`src/rtl/gate_unit_arbiter_if.sv`:
```
// Request/response bundle for the shared gate unit arbiter.
// Optional GATE_UNIT_ARB_LOCK_EN adds per-requester req_lock.
interface gate_unit_arbiter_if #(
  parameter int N   = 4,
  parameter int W   = 8,
  parameter int IDW = 2
);
  logic [N-1:0]   req_valid;
  logic [N-1:0]   req_ready;
  logic [3*N-1:0] req_op;
  logic [W*N-1:0] req_a;
  logic [W*N-1:0] req_b;
`ifdef GATE_UNIT_ARB_LOCK_EN
  logic [N-1:0]   req_lock;
`endif
  logic           resp_valid;
  logic           resp_ready;
  logic [W-1:0]   resp_data;
  logic [IDW-1:0] resp_id;
  logic           busy;

`ifdef GATE_UNIT_ARB_LOCK_EN
  modport master (
    output req_valid, req_op, req_a, req_b, req_lock, resp_ready,
    input  req_ready, resp_valid, resp_data, resp_id, busy
  );
  modport slave (
    input  req_valid, req_op, req_a, req_b, req_lock, resp_ready,
    output req_ready, resp_valid, resp_data, resp_id, busy
  );
`else
  modport master (
    output req_valid, req_op, req_a, req_b, resp_ready,
    input  req_ready, resp_valid, resp_data, resp_id, busy
  );
  modport slave (
    input  req_valid, req_op, req_a, req_b, resp_ready,
    output req_ready, resp_valid, resp_data, resp_id, busy
  );
`endif
endinterface

```
`src/rtl/gate_unit_arbiter.sv`:
```
// Round-robin arbiter sharing one NAND-built bitwise logic unit.
// Define GATE_UNIT_ARB_LOCK_EN to enable sticky grants via req_lock.
module gate_unit_nand2 #(
  parameter int W = 8
) (
  input  logic [W-1:0] a,
  input  logic [W-1:0] b,
  output logic [W-1:0] y
);
  assign y = ~(a & b);
endmodule

module gate_unit_core #(
  parameter int W = 8
) (
  input  logic [2:0]   op,
  input  logic [W-1:0] a,
  input  logic [W-1:0] b,
  output logic [W-1:0] y
);
  logic [W-1:0] na, nb, nab, f_and, f_or;
  logic [W-1:0] f_nor, x1, x2, f_xor, f_xnor;

  gate_unit_nand2 #(.W(W)) u_na (.a(a), .b(a), .y(na));
  gate_unit_nand2 #(.W(W)) u_nb (.a(b), .b(b), .y(nb));
  gate_unit_nand2 #(.W(W)) u_nab (.a(a), .b(b), .y(nab));
  gate_unit_nand2 #(.W(W)) u_and (.a(nab), .b(nab), .y(f_and));
  gate_unit_nand2 #(.W(W)) u_or (.a(na), .b(nb), .y(f_or));
  gate_unit_nand2 #(.W(W)) u_nor (.a(f_or), .b(f_or), .y(f_nor));
  // Classic 4-NAND XOR reusing nab as the shared first stage
  gate_unit_nand2 #(.W(W)) u_x1 (.a(a), .b(nab), .y(x1));
  gate_unit_nand2 #(.W(W)) u_x2 (.a(b), .b(nab), .y(x2));
  gate_unit_nand2 #(.W(W)) u_xor (.a(x1), .b(x2), .y(f_xor));
  gate_unit_nand2 #(.W(W)) u_xnor (.a(f_xor), .b(f_xor), .y(f_xnor));

  always_comb begin
    y = '0;
    unique case (op)
      3'd0: y = na;
      3'd1: y = nb;
      3'd2: y = nab;
      3'd3: y = f_and;
      3'd4: y = f_or;
      3'd5: y = f_nor;
      3'd6: y = f_xor;
      3'd7: y = f_xnor;
      default: y = '0;
    endcase
  end
endmodule

module gate_unit_arbiter #(
  parameter int N   = 4,
  parameter int W   = 8,
  parameter int IDW = 2
) (
  input  logic                   clk,
  input  logic                   rst,
  gate_unit_arbiter_if.slave     bus
);
  typedef enum logic [1:0] {
    IDLE = 2'd0,
    EXEC = 2'd1,
    RESP = 2'd2
  } state_t;

  state_t         state_q, state_d;
  logic [IDW-1:0] rr_ptr;
  logic [IDW-1:0] id_q;
  logic [2:0]     op_q;
  logic [W-1:0]   a_q, b_q;
  logic [W-1:0]   unit_y;
  logic           resp_valid_q;
  logic [W-1:0]   resp_data_q;
  logic [IDW-1:0] resp_id_q;
  logic           win_found;
  logic [IDW-1:0] win_id;
  logic [IDW:0]   cand;
  logic [N-1:0]   ready;
  logic           accept;
  logic [IDW-1:0] rr_next;
`ifdef GATE_UNIT_ARB_LOCK_EN
  logic           lock_q;
`endif

  always_comb begin
    win_found = 1'b0;
    win_id    = '0;
    cand      = '0;
    for (int k = 0; k < N; k++) begin
      cand = {1'b0, rr_ptr} + (IDW+1)'(k);
      if (cand >= (IDW+1)'(N))
        cand = cand - (IDW+1)'(N);
      if (!win_found && bus.req_valid[cand[IDW-1:0]]) begin
        win_found = 1'b1;
        win_id    = cand[IDW-1:0];
      end
    end
`ifdef GATE_UNIT_ARB_LOCK_EN
    // A locked previous winner overrides the rotation while it asks
    if (lock_q && bus.req_valid[id_q]) begin
      win_found = 1'b1;
      win_id    = id_q;
    end
`endif
  end

  always_comb begin
    ready = '0;
    if (state_q == IDLE && !rst && win_found)
      ready[win_id] = 1'b1;
  end

  assign accept  = (state_q == IDLE) && win_found;
  assign rr_next = (win_id == IDW'(N-1)) ? '0 : win_id + 1'b1;

  gate_unit_core #(.W(W)) u_core (
    .op(op_q),
    .a (a_q),
    .b (b_q),
    .y (unit_y)
  );

  always_ff @(posedge clk or posedge rst) begin
    if (rst)
      state_q <= IDLE;
    else
      state_q <= state_d;
  end

  always_comb begin
    state_d = state_q;
    unique case (state_q)
      IDLE: if (accept) state_d = EXEC;
      EXEC: state_d = RESP;
      RESP: if (bus.resp_ready) state_d = IDLE;
      default: state_d = IDLE;
    endcase
  end

  always_ff @(posedge clk or posedge rst) begin
    if (rst) begin
      rr_ptr <= '0;
      id_q   <= '0;
      op_q   <= '0;
      a_q    <= '0;
      b_q    <= '0;
    end else if (accept) begin
      rr_ptr <= rr_next;
      id_q   <= win_id;
      op_q   <= bus.req_op[3*int'(win_id) +: 3];
      a_q    <= bus.req_a[W*int'(win_id) +: W];
      b_q    <= bus.req_b[W*int'(win_id) +: W];
    end
  end

  always_ff @(posedge clk or posedge rst) begin
    if (rst) begin
      resp_valid_q <= 1'b0;
      resp_data_q  <= '0;
      resp_id_q    <= '0;
    end else if (state_q == EXEC) begin
      resp_valid_q <= 1'b1;
      resp_data_q  <= unit_y;
      resp_id_q    <= id_q;
    end else if (state_q == RESP && bus.resp_ready) begin
      resp_valid_q <= 1'b0;
    end
  end

`ifdef GATE_UNIT_ARB_LOCK_EN
  always_ff @(posedge clk or posedge rst) begin
    if (rst)
      lock_q <= 1'b0;
    else if (accept)
      lock_q <= bus.req_lock[win_id];
    else if (state_q == IDLE && !bus.req_valid[id_q])
      lock_q <= 1'b0;
  end
`endif

  assign bus.req_ready  = ready;
  assign bus.resp_valid = resp_valid_q;
  assign bus.resp_data  = resp_data_q;
  assign bus.resp_id    = resp_id_q;
  assign bus.busy       = (state_q != IDLE);
endmodule

```
`src/flat_wrapper.sv`:
```
// flat-port wrapper written by rule: the top's interface ports become plain ports
module gate_unit_arbiter_flat 
#(
  parameter int N   = 4,
  parameter int W   = 8,
  parameter int IDW = 2
)
  (clk, rst, bus_req_valid, bus_req_op, bus_req_a, bus_req_b, bus_resp_ready, bus_req_ready, bus_resp_valid, bus_resp_data, bus_resp_id, bus_busy);
  gate_unit_arbiter_if #(.N(N), .W(W), .IDW(IDW)) bus_i ();
  input  logic clk;
  input  logic rst;
  input wire logic [$bits(bus_i.req_valid)-1:0] bus_req_valid;
  input wire logic [$bits(bus_i.req_op)-1:0] bus_req_op;
  input wire logic [$bits(bus_i.req_a)-1:0] bus_req_a;
  input wire logic [$bits(bus_i.req_b)-1:0] bus_req_b;
  input wire logic [$bits(bus_i.resp_ready)-1:0] bus_resp_ready;
  output wire logic [$bits(bus_i.req_ready)-1:0] bus_req_ready;
  output wire logic [$bits(bus_i.resp_valid)-1:0] bus_resp_valid;
  output wire logic [$bits(bus_i.resp_data)-1:0] bus_resp_data;
  output wire logic [$bits(bus_i.resp_id)-1:0] bus_resp_id;
  output wire logic [$bits(bus_i.busy)-1:0] bus_busy;
  assign bus_i.req_valid = bus_req_valid;
  assign bus_i.req_op = bus_req_op;
  assign bus_i.req_a = bus_req_a;
  assign bus_i.req_b = bus_req_b;
  assign bus_i.resp_ready = bus_resp_ready;
  assign bus_req_ready = bus_i.req_ready;
  assign bus_resp_valid = bus_i.resp_valid;
  assign bus_resp_data = bus_i.resp_data;
  assign bus_resp_id = bus_i.resp_id;
  assign bus_busy = bus_i.busy;
  gate_unit_arbiter #(.N(N), .W(W), .IDW(IDW)) u_core (.clk(clk), .rst(rst), .bus(bus_i));
endmodule
```
`config.mk`:
```
export PLATFORM = sky130hd
export DESIGN_NAME = gate_unit_arbiter_flat
export DESIGN_NICKNAME = d
export VERILOG_FILES = /design/src/rtl/gate_unit_arbiter_if.sv /design/src/rtl/gate_unit_arbiter.sv /design/src/flat_wrapper.sv
export SDC_FILE = /design/constraint.sdc
export NUM_CORES = 1
export LEC_CHECK = 0
export BUFFER_PORTS_ARGS = -buffer_cell sky130_fd_sc_hd__buf_2
export CAP_MARGIN = 10
export CELL_PAD_IN_SITES_DETAIL_PLACEMENT = 0
export CELL_PAD_IN_SITES_GLOBAL_PLACEMENT = 2
export CORE_AREA = 2 2 97 99
export DETAILED_ROUTE_END_ITERATION = 8
export DIE_AREA = 0 0 99 101
export MAX_ROUTING_LAYER = met4
export PLACE_DENSITY = 0.95
export SYNTH_ARGS = -nofsm -noshare
export SYNTH_HDL_FRONTEND = slang
export SYNTH_SLANG_ARGS = --single-unit
```
`constraint.sdc`:
```
create_clock -name clk -period 4.45 [get_ports clk]
set_clock_uncertainty 0.1 [all_clocks]
set_input_delay 0.445 -clock clk [delete_from_list [all_inputs] [get_ports clk]]
set_output_delay 0.445 -clock clk [all_outputs]
set_load 0.005 [all_outputs]
```
==> flow_summary.ini, run 1 <==
[status]
status = completed

[hold_path]
hp-class = in -> async

[floorplan]
coreArea_mm2 = 0.00898
fp.dieH_um = 101
dieArea_mm2 = 0.0100
io-pin-count = 99
start_util = 0.310
rows = 35
fp.dieW_um = 99

[worst_setup_path]
critPathMaxFanout = 13
critical_path_class = reg -> out
critical_path.startpoint = u_core.state_q[0]$_DFFE_PP0P_
end_kind = primary output
r2r-start = u_core.rr_ptr[1]$_DFFE_PP0P_
cp-start-kind = flip-flop
required_ns = 3.90
cp.arrival_ns = 2.14

[cts]
cts_buffers = 5
postCtsResizedCells = 0
htreeDepth = 2
cts_hold_buf = 0
cts_sinks = 36
cts_tree = yes
post_cts.repair.setup_buffers = 0
clk_latency_ns = 0.28
cts_root_buf = clkbuf_8
clock_path_buffers = 2
path_clk_slew_ns = 0.07

[yosys]
yosys-top-cells-area = dfrtp_1, ha_1, a221o_1
synth_flop_cell = dfrtp_1
synth_top_area_frac = 0.323
syn_area_per_cell_um2 = 9.41
synthArstFlopShare = 1.00
synth-seq-area-share = 0.323
synth_nets = 396
synth_edf_count = 0
synth_area_leader_cell = dfrtp_1
netlist_area_mm2 = 0.00279
synthCells = 296
ys_types = 41
ys_warn_count = 0
synth-seq-cells = 36

[detailed_routing]
drt_first_pass_iters = 4
wl_per_cell_um = 15.5
ant_nets = 0
drc_errors = 0
via_per_inst = 5.16
drtIter0Drc = 177
vias = 2556
routed_wl_mm = 7.65

[placed_design]
port_buffers = 98
dp_cells = 488
gp_congestion = 0.890
dp_hpwl_mm = 5.89
placed_cell_area_mm2 = 0.00333

[global_routing]
grt_usage = 0.162
overflow = 0
grt_max_degree = 38
grt_antenna_before_repair = 0
grt_pass1_vias = 2557
grt_pass1_wl_mm = 12.7

[layout]
finalNonFillerCells = 495
drive_gt1_frac = 0.349
nets = 484
antenna_cells = 0
fillers = 900
layout_common_cells = buf_2, dfrtp_1, o21ai_0, inv_1, nand2_1
final_area_mm2 = 0.00341
syn2layout_area_growth_pct = 22.3
final_common_cell = buf_2

[power_and_ir_drop]
sequentialPowerShare = 0.311
internal_power_uw = 1250
powerDensity_mw_per_mm2 = 661
ir_worst_vdd_uv = 278
leakagePower_uw = 0.00172
p_sw_uw = 999
p_comb_frac = 0.590
total_power_uw = 2250
clockPowerShare = 0.098
swShare = 0.444

[sta]
worst_slew_pin_slew_ns = 0.944
fin_setup_tns_ns = 0
max-slew-margin-rel = 0.371
drv_slew = 0
rsz0062_at_grt = no
setup_viol_count_final = 0
period_share = 0.603
fin_crit_ns = 2.68
timing.fmax_mhz = 373
hold_viol_final = 0

[job]
cap_viol_max_count = 0
==> critical path, stage by stage (launching register included) <==
cell and delay, ns:
dfrtp_1 0.41, nor2_1 0.23, inv_1 0.09, a21o_1 0.32
a2111oi_0 0.52, and2_1 0.19, buf_2 0.10
==> cell type report <==
class / instances / area [µm²] / share of cell area
Clock inverter: 2 / 12.5 / 0.00367
Inverter: 32 / 120 / 0.0353
Tap cell: 111 / 139 / 0.0408
Multi-Input combinational cell: 208 / 1650 / 0.485
Timing Repair Buffer: 101 / 513 / 0.151
Clock buffer: 5 / 68.8 / 0.0202
Sequential cell: 36 / 901 / 0.264
==> state kept, by name, indices dropped and copies added, names as in the netlist <==
name	flops
u_core.a_q	8
u_core.b_q	8
u_core.bus.resp_id	2
u_core.bus.resp_data	8
u_core.id_q	2
u_core.bus.resp_valid	1
u_core.state_q	2
u_core.rr_ptr	2
u_core.op_q	3
==> cell families after synthesis <==
family                   Yosys count  share of synthesized area
buffers and inverters             52                     0.0844
flip-flops                        36                      0.323
AND/OR/NAND/NOR                   52                     0.0903
AO/OA/AOI/OAI                    109                      0.287
adder cells (fa/ha/maj)           17                     0.0763
multiplexers                      30                      0.138
==> power by group through the flow <==
stage	sequential, µW	combinational [µW]	clock, µW
5_1_grt	732	1500	243
3_3_place_gp	707	1300	0
6_report	700	1330	222
4_1_cts	702	1340	231
3_5_place_dp	706	1340	0
2_1_floorplan	596	1100	0
==> final timing paths <==
check | depth (start not counted) | slack (ns) | to
worst max-delay path | 6 | 1.77 | bus_req_ready[1]
worst min-delay path | 3 | 0.18 | u_core.rr_ptr[1]$_DFFE_PP0P_
worst max register to register | 6 | 1.97 | u_core.op_q[0]$_DFFE_PP0P_
worst min register to register | 1 | 0.39 | u_core.id_q[0]$_DFFE_PP0P_
max in group asynchronous | 3 | 3.74 | u_core.a_q[3]$_DFFE_PP0P_
min in group clk | 2 | 0.27 | u_core.state_q[1]$_DFFE_PP0P_
==> per-stage QoR <==
step | util | hold slack [ns] | setup WS, ns
after floorplan | - | 0.346 | 2.34
after global placement | 0.370 | 0.376 | 1.88
after detailed placement | 0.370 | 0.371 | 1.84
after CTS | 0.380 | 0.198 | 1.70
after global routing | 0.380 | 0.227 | 1.48
final | 0.380 | 0.182 | 1.77
==> synthesized netlist by cell type (2+ instances only) <==
library cell,count
a21o_1,3
dfrtp_1,36
and2_1,2
clkbuf_1,10
ha_1,17
a211oi_1,6
buf_2,5
nor3_1,4
nand2_1,28
a21oi_1,16
a211o_1,6
o22ai_1,6
a221o_1,19
buf_6,4
mux2_4,9
o21ai_0,31
inv_1,31
a22o_1,13
nand2b_1,5
mux2i_1,7
mux2_1,4
nor2_1,7
mux4_2,2
mux2_2,8
==> layer usage <==
metal  GRT usage  share of wire
met1       0.228           0.50
met2       0.253           0.45
met5           -              0
met4      0.0358         0.0071
met3      0.0173          0.045
Note: power is estimated with default switching activity, not from simulation.
==> inputs of run 2 (changes only) <==
CORE_AREA = 2 2 105 107   (was 2 2 97 99)
DIE_AREA = 0 0 107 109   (was 0 0 99 101)
PLACE_DENSITY = 0.88   (was 0.95)
clock period = 2.2 ns   (was 4.45 ns; I/O delays follow)
==> flow_summary.ini, run 2 (synthesis gave the netlist of run 1 again) <==
[detailed_routing]
ant_nets = 0
drt_first_pass_iters = 4
routed_wl_mm = 9.11
via_per_inst = 4.96
drtIter0Drc = 130
drc_errors = 0
vias = 2702
wl_per_cell_um = 16.7

[placed_design]
gp_congestion = 0.850
dp_hpwl_mm = 6.48
dpl_worst_slack_ns = 0.0895
port_buffers = 98
placed_cell_area_mm2 = 0.00346

[layout]
syn2layout_area_growth_pct = 34.8
final_area_mm2 = 0.00376
layout_common_cells = buf_2, dfrtp_1, o21ai_0
drive_gt1_frac = 0.402
fillers = 1091
antenna_cells = 0
nets = 504
final_common_cell = buf_2

[sta]
fin_crit_ns = 2.19
max-slew-margin-rel = 0.617
setup_viol_count_final = 0
timing.fmax_mhz = 457
final.setup.worst_slack_ns = 0.0127
rsz0062_at_grt = yes
worst_slew_pin_slew_ns = 0.573
fin_setup_tns_ns = 0
period_share = 0.994
drv_slew = 0
hold_viol_final = 0

[global_routing]
grt_usage = 0.165
grt_antenna_before_repair = 0
grt_max_degree = 37
grt_pass1_vias = 2847
overflow = 0
grt_pass1_wl_mm = 14.5

[job]
cap_viol_max_count = 0

[status]
status = completed

[cts]
cts_buffers = 5
cts_sinks = 36
clock_path_buffers = 2
path_clk_slew_ns = 0.08
cts_tree = yes
htreeDepth = 2
clk_latency_ns = 0.29
cts_root_buf = clkbuf_8

[worst_setup_path]
critPathMaxFanout = 10
cp.arrival_ns = 2.25
r2r-start = u_core.rr_ptr[1]$_DFFE_PP0P_
end_kind = flip-flop
cp-start-kind = flip-flop
critical_path_class = reg -> reg
critical_path.startpoint = u_core.rr_ptr[1]$_DFFE_PP0P_
required_ns = 2.27

[power_and_ir_drop]
leakagePower_uw = 0.00186
ir_worst_vdd_uv = 453
powerDensity_mw_per_mm2 = 1390

[floorplan]
coreArea_mm2 = 0.0106
start_util = 0.263
rows = 38
io-pin-count = 99
fp.dieW_um = 107
dieArea_mm2 = 0.0117
fp.dieH_um = 109

[hold_path]
hp-class = in -> reg
min_from = bus_resp_ready
==> run 2: cell types whose count changed in the layout (fill, tap and decap cells not counted), moves of 2 or more <==
cell / delta
buf_6: +2
clkbuf_8: +2
buf_4: +16
inv_1: -2
==> run 2: what timing repair did <==
action | in CTS | in global routing
pin swaps | 1 | 6
setup buffers | 5 | 2
setup endpoints to repair | 3 | 11
endpoints found under the hold margin | 3 | 0
gates resized for setup | 4 | 14
hold buffers | 1 | 0
gates cloned | 1 | 0
==> run 2: layer usage <==
metal,part of all wire,vias to the layer above,wire length (µm),global-route usage
met5,0,-,0,-
met4,0.0064,0,58,0.0362
met3,0.058,6,530,0.0281
met2,0.49,90,4450,0.268
met1,0.45,1304,4070,0.217
li1,-,1302,-,-
==> run 2: cell type report <==
class	instances	area, µm²	area share
well taps	140	175	0.0466
clock inverters	1	30.0	0.00799
inverters	32	125	0.0333
multi-input cells	208	1710	0.456
repair buffers	121	713	0.190
clock buffers	7	96.3	0.0256
flip-flops and latches	36	902	0.240
==> run 2: stage by stage <==
step / instances / util / total power (µW) / hold WS [ns]
after global routing: 545 / 0.354 / 5710 / 0.0253
after detailed placement: 528 / 0.326 / 4330 / 0.321
final: 545 / 0.354 / 5230 / 0.0310
after global placement: 528 / 0.326 / 4210 / 0.315
after floorplan: 296 / - / 3440 / 0.227
after CTS: 543 / 0.347 / 5160 / 0.0260
==> run 2: power by group <==
group	internal [µW]	switching [µW]
clock	400	246
combinational	1620	1660
sequential	1000	301
==> run 2: path summary, 6_finish.rpt <==
| kind | slack (ns) | depth (start not counted) | end |
|---|---|---|---|
| max | 0.01 | 6 | u_core.b_q[3]$_DFFE_PP0P_ |
| min | 0.03 | 2 | u_core.state_q[1]$_DFFE_PP0P_ |
| max reg2reg | 0.01 | 6 | u_core.b_q[3]$_DFFE_PP0P_ |
| min reg2reg | 0.38 | 2 | u_core.bus.resp_data[4]$_DFFE_PP0P_ |
| max in group asynchronous | 1.09 | 4 | u_core.rr_ptr[1]$_DFFE_PP0P_ |
| min in group asynchronous | 0.55 | 4 | u_core.rr_ptr[0]$_DFFE_PP0P_ |
==> run 2: critical path, stage by stage, from the launching register on <==
cell,delay (ns)
dfrtp_2,0.44
mux2i_4,0.27
o2bb2ai_4,0.10
nor2_4,0.18
bufbuf_16,0.33
mux2_4,0.31
a221o_1,0.33
